## src/rtl/joy_pkg.sv

```systemverilog
// Shared constants and helpers for the joystick conditioner.
// Vectors are indexed [0:4] in the pin order {fire, left, right, down, up}.
package joy_pkg;

    localparam int JOY_FIRE  = 0;
    localparam int JOY_LEFT  = 1;
    localparam int JOY_RIGHT = 2;
    localparam int JOY_DOWN  = 3;
    localparam int JOY_UP    = 4;
    localparam int JOY_BITS  = 5;
    localparam int NUM_PORTS = 2;

    typedef logic [0:JOY_BITS-1] joy_vec_t;

    // Opposing directions pressed together cancel when blocking is enabled.
    function automatic logic [1:0] socd_pair(input logic a, input logic b, input logic en);
        logic both;
        both = en & a & b;
        return {a & ~both, b & ~both};
    endfunction

endpackage

```

## src/rtl/joystick_conditioner_if.sv

```systemverilog
// Joystick pin/bus bundle between the Pmod pins, the mainboard and the conditioner.
interface joystick_conditioner_if;
    import joy_pkg::*;

    joy_vec_t   joy1_raw;
    joy_vec_t   joy2_raw;
    logic [1:2] autofire_en;
    logic       socd_block;
    joy_vec_t   joy1;
    joy_vec_t   joy2;
    logic       joy_change;

    modport master (
        output joy1_raw, joy2_raw, autofire_en, socd_block,
        input  joy1, joy2, joy_change
    );

    modport slave (
        input  joy1_raw, joy2_raw, autofire_en, socd_block,
        output joy1, joy2, joy_change
    );

endinterface

```

## src/rtl/joy_port.sv

```systemverilog
// One joystick port: 2-FF sync + invert, per-bit tick debounce, autofire, SOCD.
// changed_o is a registered pulse aligned with the cycle the debounced state moved.
module joy_port
    import joy_pkg::*;
#(
    parameter int DEBOUNCE_TICKS = 8,
    parameter int AUTOFIRE_TICKS = 64
) (
    input  logic     clk,
    input  logic     reset_n,
    input  logic     tick_i,
    input  joy_vec_t raw_i,
    input  logic     af_en_i,
    input  logic     socd_i,
    output joy_vec_t joy_o,
    output logic     changed_o
);

    localparam int CW = $clog2(DEBOUNCE_TICKS + 1);
    localparam int AW = $clog2(AUTOFIRE_TICKS + 1);

    joy_vec_t sync1_q, sync2_q, s;
    joy_vec_t d_q, d_d;
    joy_vec_t joy_q, joy_d;
    logic [JOY_BITS-1:0][CW-1:0] c_q, c_d;
    logic [AW-1:0] a_q, a_d;
    logic p_q, p_d;
    logic chg_q, chg_d;
    logic af_run;

    assign s = ~sync2_q;

    always_comb begin
        d_d = d_q;
        c_d = c_q;
        if (tick_i) begin
            for (int i = 0; i < JOY_BITS; i++) begin
                if (s[i] == d_q[i]) begin
                    c_d[i] = '0;
                end else if (c_q[i] == CW'(DEBOUNCE_TICKS - 1)) begin
                    d_d[i] = s[i];
                    c_d[i] = '0;
                end else begin
                    c_d[i] = c_q[i] + 1'b1;
                end
            end
        end
    end

    // Using d_d lets a release accepted on a wrap tick win over the toggle.
    assign af_run = af_en_i & d_q[JOY_FIRE] & d_d[JOY_FIRE];

    always_comb begin
        a_d = a_q;
        p_d = p_q;
        if (!af_run) begin
            a_d = '0;
            p_d = 1'b1;
        end else if (tick_i) begin
            if (a_q == AW'(AUTOFIRE_TICKS - 1)) begin
                a_d = '0;
                p_d = ~p_q;
            end else begin
                a_d = a_q + 1'b1;
            end
        end
    end

    always_comb begin
        joy_d = d_q;
        joy_d[JOY_FIRE] = d_q[JOY_FIRE] & (af_en_i ? p_q : 1'b1);
        {joy_d[JOY_LEFT], joy_d[JOY_RIGHT]} = socd_pair(d_q[JOY_LEFT], d_q[JOY_RIGHT], socd_i);
        {joy_d[JOY_DOWN], joy_d[JOY_UP]}    = socd_pair(d_q[JOY_DOWN], d_q[JOY_UP], socd_i);
        chg_d = (d_d != d_q);
    end

    always_ff @(posedge clk or negedge reset_n) begin
        if (!reset_n) begin
            sync1_q <= '1;
            sync2_q <= '1;
            d_q     <= '0;
            c_q     <= '0;
            a_q     <= '0;
            p_q     <= 1'b1;
            joy_q   <= '0;
            chg_q   <= 1'b0;
        end else begin
            sync1_q <= raw_i;
            sync2_q <= sync1_q;
            d_q     <= d_d;
            c_q     <= c_d;
            a_q     <= a_d;
            p_q     <= p_d;
            joy_q   <= joy_d;
            chg_q   <= chg_d;
        end
    end

    assign joy_o     = joy_q;
    assign changed_o = chg_q;

endmodule

```

## src/rtl/joystick_conditioner.sv

```systemverilog
// Top: sample-tick prescaler shared by both joystick ports, plus the change strobe.
// joy_change rises in the same cycle the conditioned vectors take a new debounced level.
module joystick_conditioner
    import joy_pkg::*;
#(
    parameter int TICK_DIV       = 1000,
    parameter int DEBOUNCE_TICKS = 8,
    parameter int AUTOFIRE_TICKS = 64
) (
    input  logic                   clk,
    input  logic                   reset_n,
    joystick_conditioner_if.slave  bus
);

    localparam int TW = $clog2(TICK_DIV);

    logic [TW-1:0] cnt_q, cnt_d;
    logic          tick;
    logic          joy_change_q;
    joy_vec_t      raw [NUM_PORTS];
    joy_vec_t      joy [NUM_PORTS];
    logic [NUM_PORTS-1:0] chg;

    assign tick  = (cnt_q == TW'(TICK_DIV - 1));
    assign cnt_d = tick ? '0 : cnt_q + 1'b1;

    always_ff @(posedge clk or negedge reset_n) begin
        if (!reset_n) begin
            cnt_q        <= '0;
            joy_change_q <= 1'b0;
        end else begin
            cnt_q        <= cnt_d;
            joy_change_q <= |chg;
        end
    end

    assign raw[0] = bus.joy1_raw;
    assign raw[1] = bus.joy2_raw;

    for (genvar g = 0; g < NUM_PORTS; g++) begin : g_port
        joy_port #(
            .DEBOUNCE_TICKS(DEBOUNCE_TICKS),
            .AUTOFIRE_TICKS(AUTOFIRE_TICKS)
        ) u_port (
            .clk       (clk),
            .reset_n   (reset_n),
            .tick_i    (tick),
            .raw_i     (raw[g]),
            .af_en_i   (bus.autofire_en[g+1]),
            .socd_i    (bus.socd_block),
            .joy_o     (joy[g]),
            .changed_o (chg[g])
        );
    end

    assign bus.joy1       = joy[0];
    assign bus.joy2       = joy[1];
    assign bus.joy_change = joy_change_q;

endmodule

```

## src/flat_wrapper.sv

```systemverilog
// flat-port wrapper written by rule: the top's interface ports become plain ports
module joystick_conditioner_flat import joy_pkg::*;
#(
    parameter int TICK_DIV       = 1000,
    parameter int DEBOUNCE_TICKS = 8,
    parameter int AUTOFIRE_TICKS = 64
)
  (clk, reset_n, bus_joy1_raw, bus_joy2_raw, bus_autofire_en, bus_socd_block, bus_joy1, bus_joy2, bus_joy_change);
  joystick_conditioner_if bus_i ();
  input  logic clk;
  input  logic reset_n;
  input wire logic [$bits(bus_i.joy1_raw)-1:0] bus_joy1_raw;
  input wire logic [$bits(bus_i.joy2_raw)-1:0] bus_joy2_raw;
  input wire logic [$bits(bus_i.autofire_en)-1:0] bus_autofire_en;
  input wire logic [$bits(bus_i.socd_block)-1:0] bus_socd_block;
  output wire logic [$bits(bus_i.joy1)-1:0] bus_joy1;
  output wire logic [$bits(bus_i.joy2)-1:0] bus_joy2;
  output wire logic [$bits(bus_i.joy_change)-1:0] bus_joy_change;
  assign bus_i.joy1_raw = bus_joy1_raw;
  assign bus_i.joy2_raw = bus_joy2_raw;
  assign bus_i.autofire_en = bus_autofire_en;
  assign bus_i.socd_block = bus_socd_block;
  assign bus_joy1 = bus_i.joy1;
  assign bus_joy2 = bus_i.joy2;
  assign bus_joy_change = bus_i.joy_change;
  joystick_conditioner #(.TICK_DIV(TICK_DIV), .DEBOUNCE_TICKS(DEBOUNCE_TICKS), .AUTOFIRE_TICKS(AUTOFIRE_TICKS)) u_core (.clk(clk), .reset_n(reset_n), .bus(bus_i));
endmodule
```

## config.mk

```make
export PLATFORM = sky130hd
export DESIGN_NAME = joystick_conditioner_flat
export DESIGN_NICKNAME = d
export VERILOG_FILES = /design/src/rtl/joy_pkg.sv /design/src/rtl/joystick_conditioner_if.sv /design/src/rtl/joy_port.sv /design/src/rtl/joystick_conditioner.sv /design/src/flat_wrapper.sv
export SDC_FILE = /design/constraint.sdc
export NUM_CORES = 1
export LEC_CHECK = 0
export ABC_CLOCK_PERIOD_IN_PS = 2850
export BUFFER_PORTS_ARGS = -buffer_cell sky130_fd_sc_hd__buf_2
export CAP_MARGIN = 5
export CORE_UTILIZATION = 53
export DETAILED_ROUTE_END_ITERATION = 8
export PLACE_DENSITY = 0.71
export SETUP_SLACK_MARGIN = 0.1
export SKIP_LAST_GASP = 1
export SYNTH_ARGS = -nofsm -noshare
export SYNTH_HDL_FRONTEND = slang
export SYNTH_HIERARCHICAL = 1
export SYNTH_SLANG_ARGS = --single-unit
```

## constraint.sdc

```tcl
create_clock -name clk -period 2.85 [get_ports clk]
set_input_delay 0.285 -clock clk [delete_from_list [all_inputs] [get_ports clk]]
set_output_delay 0.285 -clock clk [all_outputs]
set_load 0.05 [all_outputs]
```

==> results.sh, run 1 <==
export IMPL_grt_pass1_vias=3444
export IMPL_yosysUniqueCellTypes=50
export IMPL_cp_max_fo=52
export IMPL_hpwl_um=5875
export IMPL_drive_above_1_share=0.1557
export IMPL_rows=35
export IMPL_synth_top_cells_by_count="dfrtp_1 (87), o21ai_0 (42), nand2_1 (34), nand3_1 (26), inv_1 (23)"
export IMPL_slew_headroom=0.6756
export IMPL_design_area_um2=5592
export IMPL_ys_async_sr_fraction=1.000
export IMPL_avgViaCountPerCell=5.742
export IMPL_drtIter0Drc=131
export IMPL_dp_cells=585
export IMPL_hold_start="bus_autofire_en[0]"
export IMPL_die_area_um2=9838
export IMPL_routed_wl_um=8718
export IMPL_use_met3=0.04287
export IMPL_grt_start_max_net_pins=53
export IMPL_post_route_period_util=0.8466
export IMPL_yosys_area_top_type="dfrtp_1"
export IMPL_place_gp_congestion=0.7889
export IMPL_cp_end_kind="register"
export IMPL_grt_pass1_wl_um=15530
export IMPL_gr_usage_met1=0.2485
export IMPL_status="finished clean"
export IMPL_drc_errors=0
export IMPL_antenna_found_initial=0
export IMPL_worstMarginPinSlew_ns=0.4867
export IMPL_start_util=0.5444
export IMPL_synth_edff_count=0
export IMPL_cts_tree="yes"
export IMPL_fin_cells=612
export IMPL_via_count=3514
export IMPL_syn_inst=457
export IMPL_rsz0062_at_grt="false"
export IMPL_synth_area_um2=5006
export IMPL_antenna_cells=0
export IMPL_cts_repair_resized=0
export IMPL_busiest_layer="met2"
export IMPL_clock_sinks=109
export IMPL_nets=524
export IMPL_finalPower_mw=2.690
export IMPL_clk_latency_ns=0.37
export IMPL_timing_hold_violations_final=0
export IMPL_pin_count=26
export IMPL_synth_area_leaders="dfrtp_1 (43%), dfstp_2 (12%), o21ai_0 (4.2%)"
export IMPL_startpoint_type="register"
export IMPL_crit_required_ns=3.16
export IMPL_synth_top_area_frac=0.4349
export IMPL_powerDensity_nw_per_um2=481.1
export IMPL_holdBufCountCts=11
export IMPL_core_area_um2=9196
export IMPL_syn2layout_area_growth_pct=11.70
export IMPL_post_cts_buffers=0
export IMPL_ant_nets=0
export IMPL_synth_nets=485
export IMPL_yosysWarnings=6
export IMPL_first_pass_iters=4
export IMPL_hp_class="input pin to register"
export IMPL_port_buffers=25
export IMPL_synth_ff_type="dfrtp_1"
export IMPL_synth_avg_cell_area_um2=10.95
export IMPL_path_clk_slew_ns=0.10
export IMPL_cts_buffers=9
export IMPL_p_leak_nw=2.479
export IMPL_drv_slew=0
export IMPL_fmax_ghz=0.4145
export IMPL_fin_crit_ns=2.413
export IMPL_place_area_um2=5256
export IMPL_cap_violations=0
export IMPL_worst_setup_path_type="register to register"
export IMPL_met2_usage=0.3405
export IMPL_synth_seq_area_share=0.5504
export IMPL_drt_wirelength_per_cell_um=14.25
export IMPL_grt_util_all_layers=0.1972
export IMPL_crit_path_start="u_core/cnt_q[0]"
export IMPL_finalSetupTns_ns=0
export IMPL_grt_overflow=0
export IMPL_synth_seq_cells=109
export IMPL_cts_root_buf="clkbuf_8"
export IMPL_die_width_um=99.19
export IMPL_final_setup_skew_ns=0.01105
export IMPL_timing_rr_start="u_core/cnt_q[0]"
export IMPL_cts_max_path_buffers=2
export IMPL_die_y_um=99.19
export IMPL_crit_arrival_ns=2.73
export IMPL_htree_levels=3
export IMPL_setup_viol=0
export IMPL_synth_most_common_cell="dfrtp_1"
export IMPL_peakVddDrop_v=0.0003659
-- per-stage QoR --
| stage | hold slack [ns] | util | setup WS (ns) |
|---|---|---|---|
| after global placement | 0.2877 | 0.5716 | 0.5989 |
| after global routing | 0.1531 | 0.6080 | 0.1244 |
| after CTS | 0.1390 | 0.6080 | 0.4212 |
| final | 0.1587 | 0.6080 | 0.4372 |
| after detailed placement | 0.2880 | 0.5716 | 0.4402 |
| after floorplan | -0.01059 | - | 0.6345 |
-- flip-flops by register name, summed over array words and instances (netlist names) --
name and cells:
u_core/g_port.u_port/sync1_q 10, u_core/g_port.u_port/sync2_q 10, u_core/cnt_q 10, u_core/g_port.u_port/joy_o 10
u_core/g_port.u_port/p_q 2, u_core/bus.joy_change 1, u_core/g_port.u_port/d_q 10, u_core/g_port.u_port/c_q 40
u_core/g_port.u_port/a_q 14, u_core/g_port.u_port/changed_o 2
-- cells in the final DEF (no fill, tap or decap), types with 10 or more instances in the layout --
master,Yosys,routed
nand2b_1,16,16
and3_1,13,12
inv_1,23,23
buf_2,3,24
nor2_1,20,20
nand3_1,26,26
o2bb2ai_1,18,18
o21ai_0,42,42
dfstp_2,22,22
a21oi_1,12,12
dlygate4sd3_1,0,11
nand2_1,34,34
xor2_1,13,13
mux2i_1,10,10
clkbuf_8,0,10
ha_1,13,13
xnor2_1,10,10
dfrtp_1,87,87
-- power by group --
part	leakage, nW	internal [mW]	switching (mW)	total [mW]
Sequential	1.43	1.57	0.0108	1.58
Combinational	0.940	0.0284	0.0471	0.0755
Clock	0.106	0.521	0.511	1.03
Total	2.48	2.12	0.569	2.69
-- worst max-delay path, cell delays in order, from the launching register on --
cell	delay [ns]
dfrtp_1	0.42
ha_1	0.25
nand3_1	0.12
nor3_2	0.20
and3_2	0.40
buf_4	0.45
nand4b_1	0.22
o2bb2ai_1	0.18
a211o_1	0.12
-- cell families after synthesis --
kind of cell	count (synthesis)	share of synthesized area
adder cells (fa/ha/maj)	13	0.03249
AND/OR/NAND/NOR	148	0.1672
multiplexers	12	0.02449
XOR/XNOR	23	0.04024
buffers and inverters	36	0.03074
flip-flops	109	0.5504
AO/OA/AOI/OAI	116	0.1545
-- final timing paths --
kind | endpoint | slack [ns] | depth (start not counted)
setup / recovery | u_core/g_port[0].u_port/changed_o | 0.44 | 8
hold / removal | u_core/g_port[1].u_port/joy_o[4] | 0.16 | 2
setup reg to reg | u_core/g_port[0].u_port/changed_o | 0.44 | 8
hold reg to reg | u_core/g_port[0].u_port/sync2_q[3] | 0.36 | 0
max in group asynchronous | u_core/g_port[0].u_port/sync2_q[0] | 1.64 | 3
min in group asynchronous | u_core/g_port[0].u_port/a_q[2] | 0.42 | 2
-- final cells by class --
class	count	area (um2)
flip-flops and latches	109	2755
fillers	757	3605
well taps	111	138.9
repair buffers	41	287.8
multi-input cells	312	2098
clock buffers	11	141.4
inverters	23	86.33
clock inverters	5	83.83
-- per-layer routing --
| layer | wire length, um | up-vias |
|---|---|---|
| met3 | 249 | 10 |
| li1 | - | 1709 |
| met1 | 4023 | 1749 |
| met2 | 4313 | 46 |
| met5 | 0 | - |
| met4 | 131 | 0 |
Note: power is estimated with default switching activity, not from simulation.
==> run 2, diff against run 1 <==
--- a/config.mk
+++ b/config.mk
@@ -5,7 +5,7 @@
 export SDC_FILE = /design/constraint.sdc
 export NUM_CORES = 1
 export LEC_CHECK = 0
-export ABC_CLOCK_PERIOD_IN_PS = 2850
+export ABC_CLOCK_PERIOD_IN_PS = 2400
 export BUFFER_PORTS_ARGS = -buffer_cell sky130_fd_sc_hd__buf_2
 export CAP_MARGIN = 5
 export CORE_UTILIZATION = 53
==> constraint.sdc (replaced) <==
create_clock -name clk -period 2.4 [get_ports clk]
set_input_delay 0.24 -clock clk [delete_from_list [all_inputs] [get_ports clk]]
set_output_delay 0.24 -clock clk [all_outputs]
set_load 0.05 [all_outputs]
==> run 2 against run 1 <==
Utilization up 0.76 points. Sequential cell count unchanged. Wire length up 2.3%. Design area up 1.3%. Critical path type unchanged.
==> results.sh, run 2 (synthesis results as in run 1) <==
export IMPL_status="finished clean"
export IMPL_hp_class="input pin to register"
export IMPL_grt_overflow=0
export IMPL_final_setup_skew_ns=0.01006
export IMPL_place_gp_congestion=0.7788
export IMPL_seq_area_um2=2758
export IMPL_ant_nets=0
export IMPL_die_width_um=99.19
export IMPL_nets=533
export IMPL_cts_buffers=9
export IMPL_worstMarginPinSlew_ns=0.4759
export IMPL_cts_max_path_buffers=2
export IMPL_crit_arrival_ns=2.49
export IMPL_slew_headroom=0.6827
export IMPL_clock_sinks=109
export IMPL_die_area_um2=9838
export IMPL_r2r_slack_ns=0.19
export IMPL_drc_errors=0
export IMPL_grt_pass1_wl_um=15330
export IMPL_rows=35
export IMPL_design_area_um2=5662
export IMPL_syn2layout_area_growth_pct=13.10
export IMPL_crit_path_start="u_core/cnt_q[0]"
export IMPL_r2r_end="u_core/g_port[1].u_port/a_q[5]"
export IMPL_post_route_period_util=0.9218
export IMPL_cp_end_kind="register"
export IMPL_antenna_cells=0
export IMPL_holdWs_ns=0.1158
export IMPL_timing_hold_violations_final=0
export IMPL_largest_register="u_core/g_port.u_port/c_q"
export IMPL_port_buffers=25
export IMPL_cts_root_buf="clkbuf_8"
export IMPL_finalSetupTns_ns=0
export IMPL_setup_viol=0
export IMPL_reg_largest_list="u_core/g_port.u_port/c_q x40, u_core/g_port.u_port/a_q x14"
export IMPL_antenna_found_initial=0
export IMPL_worst_hold_path_num_cells=2
export IMPL_core_area_um2=9196
export IMPL_p_leak_nw=2.518
export IMPL_cp_max_fo=7
export IMPL_pin_count=26
export IMPL_cts_tree="yes"
export IMPL_drv_slew=0
export IMPL_crit_required_ns=2.68
export IMPL_htree_levels=3
export IMPL_grt_start_max_net_pins=48
export IMPL_startpoint_type="register"
export IMPL_hpwl_um=6027
export IMPL_fin_crit_ns=2.212
export IMPL_drive_above_1_share=0.1804
export IMPL_multi_input_area_um2=2133
export IMPL_powerDensity_nw_per_um2=541.8
export IMPL_grt_pass1_vias=3472
export IMPL_clk_latency_ns=0.37
export IMPL_fillerInstances=753
export IMPL_via_count=3561
export IMPL_cap_violations=0
export IMPL_final_cell_mix="dfrtp_1 (85), o21ai_0 (42), nand2_1 (34), nand3_1 (26), buf_2 (24)"
export IMPL_final_common_cell="dfrtp_1"
export IMPL_drt_wirelength_per_cell_um=14.36
export IMPL_fmax_ghz=0.4520
export IMPL_worst_setup_path_type="register to register"
export IMPL_drtIter0Drc=126
export IMPL_rsz0062_at_grt="true"
export IMPL_path_clk_slew_ns=0.09
export IMPL_peakVddDrop_v=0.0004047
export IMPL_grt_util_all_layers=0.1947
export IMPL_die_y_um=99.19
export IMPL_endpoint="u_core/g_port[1].u_port/a_q[5]"
export IMPL_first_pass_iters=4
export IMPL_routed_wl_um=8918
export IMPL_start_util=0.5444
export IMPL_place_area_um2=5264
export IMPL_timing_rr_start="u_core/cnt_q[0]"
export IMPL_avgViaCountPerCell=5.734
export IMPL_rr_worst_depth=7
export IMPL_largest_reg_flops=40
[run 2: changes by cell type in the layout (fill, tap and decap cells not counted), moves of 2 or more]
cell	previous run	this run
clkinv_2	0	2
dfrtp_2	0	2
dfrtp_1	87	85
buf_4	5	13
[run 2: power by group]
part           switching [mW]  internal, mW
sequential             0.0119          1.87
clock                   0.612         0.486
combinational          0.0571        0.0338
[run 2: layout make-up]
cell class                      instances  share of cell area
Clock inverter                          7             0.01304
Multi-Input combinational cell        313              0.3768
Inverter                               23             0.01525
Clock buffer                            9             0.02188
Timing Repair Buffer                   49             0.06144
Sequential cell                       109              0.4871
Tap cell                              111             0.02453
[run 2: through the flow]
stage                       util  worst slack, ns  instances  power [mW]
final                     0.6156           0.1876        621       3.067
after global routing      0.6156          0.06526        621       3.185
after CTS                 0.6087           0.1097        616       3.105
after detailed placement  0.5724          0.03740        586       1.994
after global placement    0.5724           0.1606        586       1.992
after floorplan                -           0.1845        457       1.929
[run 2: timing repair]
item | in CTS | in global routing
gates resized for setup | 1 | 6
hold buffers | 11 | 0
endpoints found under the setup margin | 3 | 28
gates cloned | 0 | 1
setup buffers | 3 | 4
endpoints found under the hold margin | 39 | 0
pin swaps | 1 | 3
[run 2: layer usage]
layer  up-vias  part of all wire  global-route usage
li1       1741                 -                   -
met4         0             0.013             0.05882
met5         -                 0                   0
met1      1752              0.48              0.2480
met2        57              0.48              0.3341
met3        11             0.027             0.04427
[run 2: worst min-delay path by stage]
| stage | from | slack (ns) | endpoint |
|---|---|---|---|
| global route | bus_autofire_en[0] | 0.11 | u_core/g_port[1].u_port/joy_o[4] |
| CTS | bus_autofire_en[0] | 0.1 | u_core/g_port[1].u_port/joy_o[4] |
| floorplan | reset_n | -0.06 | u_core/bus.joy_change |
| global placement | reset_n | 0.24 | u_core/g_port[1].u_port/a_q[6] |
| finish | bus_autofire_en[0] | 0.12 | u_core/g_port[1].u_port/joy_o[4] |
| detailed placement | reset_n | 0.23 | u_core/g_port[1].u_port/a_q[2] |
[run 2: critical path, stage by stage, from the launching register on]
cell and delay (ns):
dfrtp_2 0.42, ha_4 0.16, nand3_1 0.12, nor3_4 0.27, and3_4 0.27, and3b_4 0.23
or4_1 0.40, a211oi_1 0.24
==> run 3, diff against run 2 <==
--- a/config.mk
+++ b/config.mk
@@ -8,6 +8,7 @@
 export ABC_CLOCK_PERIOD_IN_PS = 2400
 export BUFFER_PORTS_ARGS = -buffer_cell sky130_fd_sc_hd__buf_2
 export CAP_MARGIN = 5
+export CORE_ASPECT_RATIO = 1.4
 export CORE_UTILIZATION = 53
 export DETAILED_ROUTE_END_ITERATION = 8
 export PLACE_DENSITY = 0.71
==> run 3 against run 2 <==
The flow now finishes with violations (design-rule violations). Die area about the same. Utilization increased by 1.7 points. Setup slack got worse by 0.020 ns. Combinational power increased by 1%. Sequential share of layout area decreased by 0.78 points. Clock power increased by 27%. Critical path depth unchanged. Sequential power about the same. Global-route usage decreased by 0.30 points. Hold slack improved by 0.034 ns. Non-clock buffer count unchanged. Via count decreased by 0.67%. Largest cell class unchanged.
==> results.sh, run 3 (synthesis results as in run 1) <==
export IMPL_avgViaCountPerCell=5.742
export IMPL_p_leak_nw=2.554
export IMPL_rows=41
export IMPL_violations="design-rule violations"
export IMPL_ant_nets=0
export IMPL_clk_latency_ns=0.34
export IMPL_hpwl_um=5965
export IMPL_fin_crit_ns=2.232
export IMPL_path_clk_slew_ns=0.07
export IMPL_switching_share=0.2096
export IMPL_worstMarginPinSlew_ns=0.4208
export IMPL_slew_headroom=0.7185
export IMPL_cts_root_buf="clkbuf_16"
export IMPL_dp_cells=584
export IMPL_largest_reg_flops=40
export IMPL_via_count=3537
export IMPL_final_common_cell="dfrtp_1"
export IMPL_syn2layout_area_growth_pct=14.82
export IMPL_cp_end_kind="register"
export IMPL_grt_pass1_wl_um=14890
export IMPL_htree_levels=3
export IMPL_worst_setup_path_type="register to register"
export IMPL_start_util=0.5513
export IMPL_fin_cells=616
export IMPL_final_cell_mix="dfrtp_1 (87), o21ai_0 (41), nand2_1 (34), nand3_1 (26), buf_2 (24)"
export IMPL_cp_max_fo=7
export IMPL_setup_viol=0
export IMPL_finalPower_mw=3.375
export IMPL_p_comb_frac=0.027
export IMPL_p_switching_mw=0.7074
export IMPL_die_area_um2=9844
export IMPL_drt_wirelength_per_cell_um=14.46
export IMPL_pwr_share_clk=0.415
export IMPL_crit_required_ns=2.65
export IMPL_cap_violations=0
export IMPL_die_width_um=84.14
export IMPL_reg_largest_list="u_core/g_port.u_port/c_q x40, u_core/g_port.u_port/a_q x14"
export IMPL_hp_class="input pin to register"
export IMPL_slowest_stage="dfrtp_1"
export IMPL_worstPathCellList="ha_4, nand3_1, nor3_4, and3_4, and3b_4, or4_1, a211oi_2"
export IMPL_final_setup_skew_ns=0.005805
export IMPL_critical_path_max_stage_delay_ns=0.44
export IMPL_drc_errors=2
export IMPL_place_gp_congestion=0.8362
export IMPL_finalSetupTns_ns=0
export IMPL_peakVddDrop_v=0.0004079
export IMPL_port_buffers=25
export IMPL_post_route_period_util=0.9300
export IMPL_grt_start_max_net_pins=69
export IMPL_drtIter0Drc=172
export IMPL_nets=532
export IMPL_antenna_found_initial=0
export IMPL_crit_arrival_ns=2.49
export IMPL_fmax_ghz=0.4480
export IMPL_startpoint_type="register"
export IMPL_status="complete, but fails checks"
export IMPL_drv_slew=0
export IMPL_first_pass_iters=6
export IMPL_powerDensity_nw_per_um2=587.1
export IMPL_drive_above_1_share=0.1729
export IMPL_core_area_um2=9080
export IMPL_clock_sinks=109
export IMPL_grt_util_all_layers=0.1917
export IMPL_place_area_um2=5286
export IMPL_p_int_mw=2.667
export IMPL_routed_wl_um=8907
export IMPL_pin_count=26
export IMPL_grt_overflow=0
export IMPL_antenna_cells=0
export IMPL_cts_tree="yes"
export IMPL_cts_buffers=9
export IMPL_largest_register="u_core/g_port.u_port/c_q"
export IMPL_rsz0062_at_grt="false"
export IMPL_timing_hold_violations_final=0
export IMPL_die_y_um=117.0
export IMPL_grt_pass1_vias=3368
export IMPL_cts_max_path_buffers=2
export IMPL_design_area_um2=5748
export IMPL_p_seq_frac=0.557
run 3: area by class of cell:
class                           count  area [um2]
Clock buffer                       12       256.5
Clock inverter                      4       30.03
Fill cell                         689        3332
Inverter                           23       86.33
Multi-Input combinational cell    312        2126
Sequential cell                   109        2755
Tap cell                          107       133.9
Timing Repair Buffer               49       360.3
run 3: per-stage QoR:
step | hold slack (ns) | setup WS, ns | util
2_1_floorplan | -0.05559 | 0.1845 | -
3_3_place_gp | 0.1320 | 0.1504 | 0.5822
3_5_place_dp | 0.1328 | 0.03592 | 0.5822
4_1_cts | 0.1397 | 0.1206 | 0.6271
5_1_grt | 0.1509 | 0.06179 | 0.6330
6_report | 0.1493 | 0.1679 | 0.6330
run 3: critical path, delay by kind of cell, from the launching register on:
| family | cells | cell delay [ns] |
|---|---|---|
| compound gates | 1 | 0.24 |
| flops | 1 | 0.44 |
| simple gates | 5 | 1.28 |
| fa+ha+maj | 1 | 0.19 |
run 3: path summary, 6_finish.rpt:
kind / start / end / slack, ns / cells past startpoint
max in group asynchronous: reset_n / u_core/g_port[1].u_port/sync1_q[0] / 1.42 / 3
hold / removal: bus_autofire_en[0] / u_core/g_port[1].u_port/joy_o[4] / 0.15 / 2
hold reg to reg: u_core/g_port[0].u_port/sync1_q[4] / u_core/g_port[0].u_port/sync2_q[4] / 0.36 / 0
setup / recovery: u_core/cnt_q[0] / u_core/g_port[0].u_port/a_q[5] / 0.17 / 7
min in group asynchronous: reset_n / u_core/g_port[1].u_port/joy_o[4] / 0.31 / 2
setup reg to reg: u_core/cnt_q[0] / u_core/g_port[0].u_port/a_q[5] / 0.17 / 7
run 3: what timing repair did:
| action | 4_1_cts | 5_1_grt |
|---|---|---|
| hold buffers | 11 | 0 |
| setup buffers | 1 | 4 |
| pin swaps | 1 | 1 |
| hold endpoints to repair | 25 | 0 |
| setup endpoints to repair | 2 | 11 |
| gates resized for setup | 1 | 5 |
run 3: power by group through the flow:
stage          combinational [mW]  sequential (mW)  clock, mW
6_report                   0.0918             1.88       1.40
5_1_grt                     0.105             1.88       1.53
4_1_cts                    0.0953             1.88       1.44
3_5_place_dp               0.0810             1.91          0
3_3_place_gp               0.0800             1.91          0
2_1_floorplan              0.0181             1.91          0
run 3: metal layers:
layer	wire length (um)	track usage	share of wire
met1	3962	0.2366	0.44
met4	157	0.08276	0.018
met2	4559	0.3279	0.51
met3	229	0.04278	0.026
met5	0	0	0
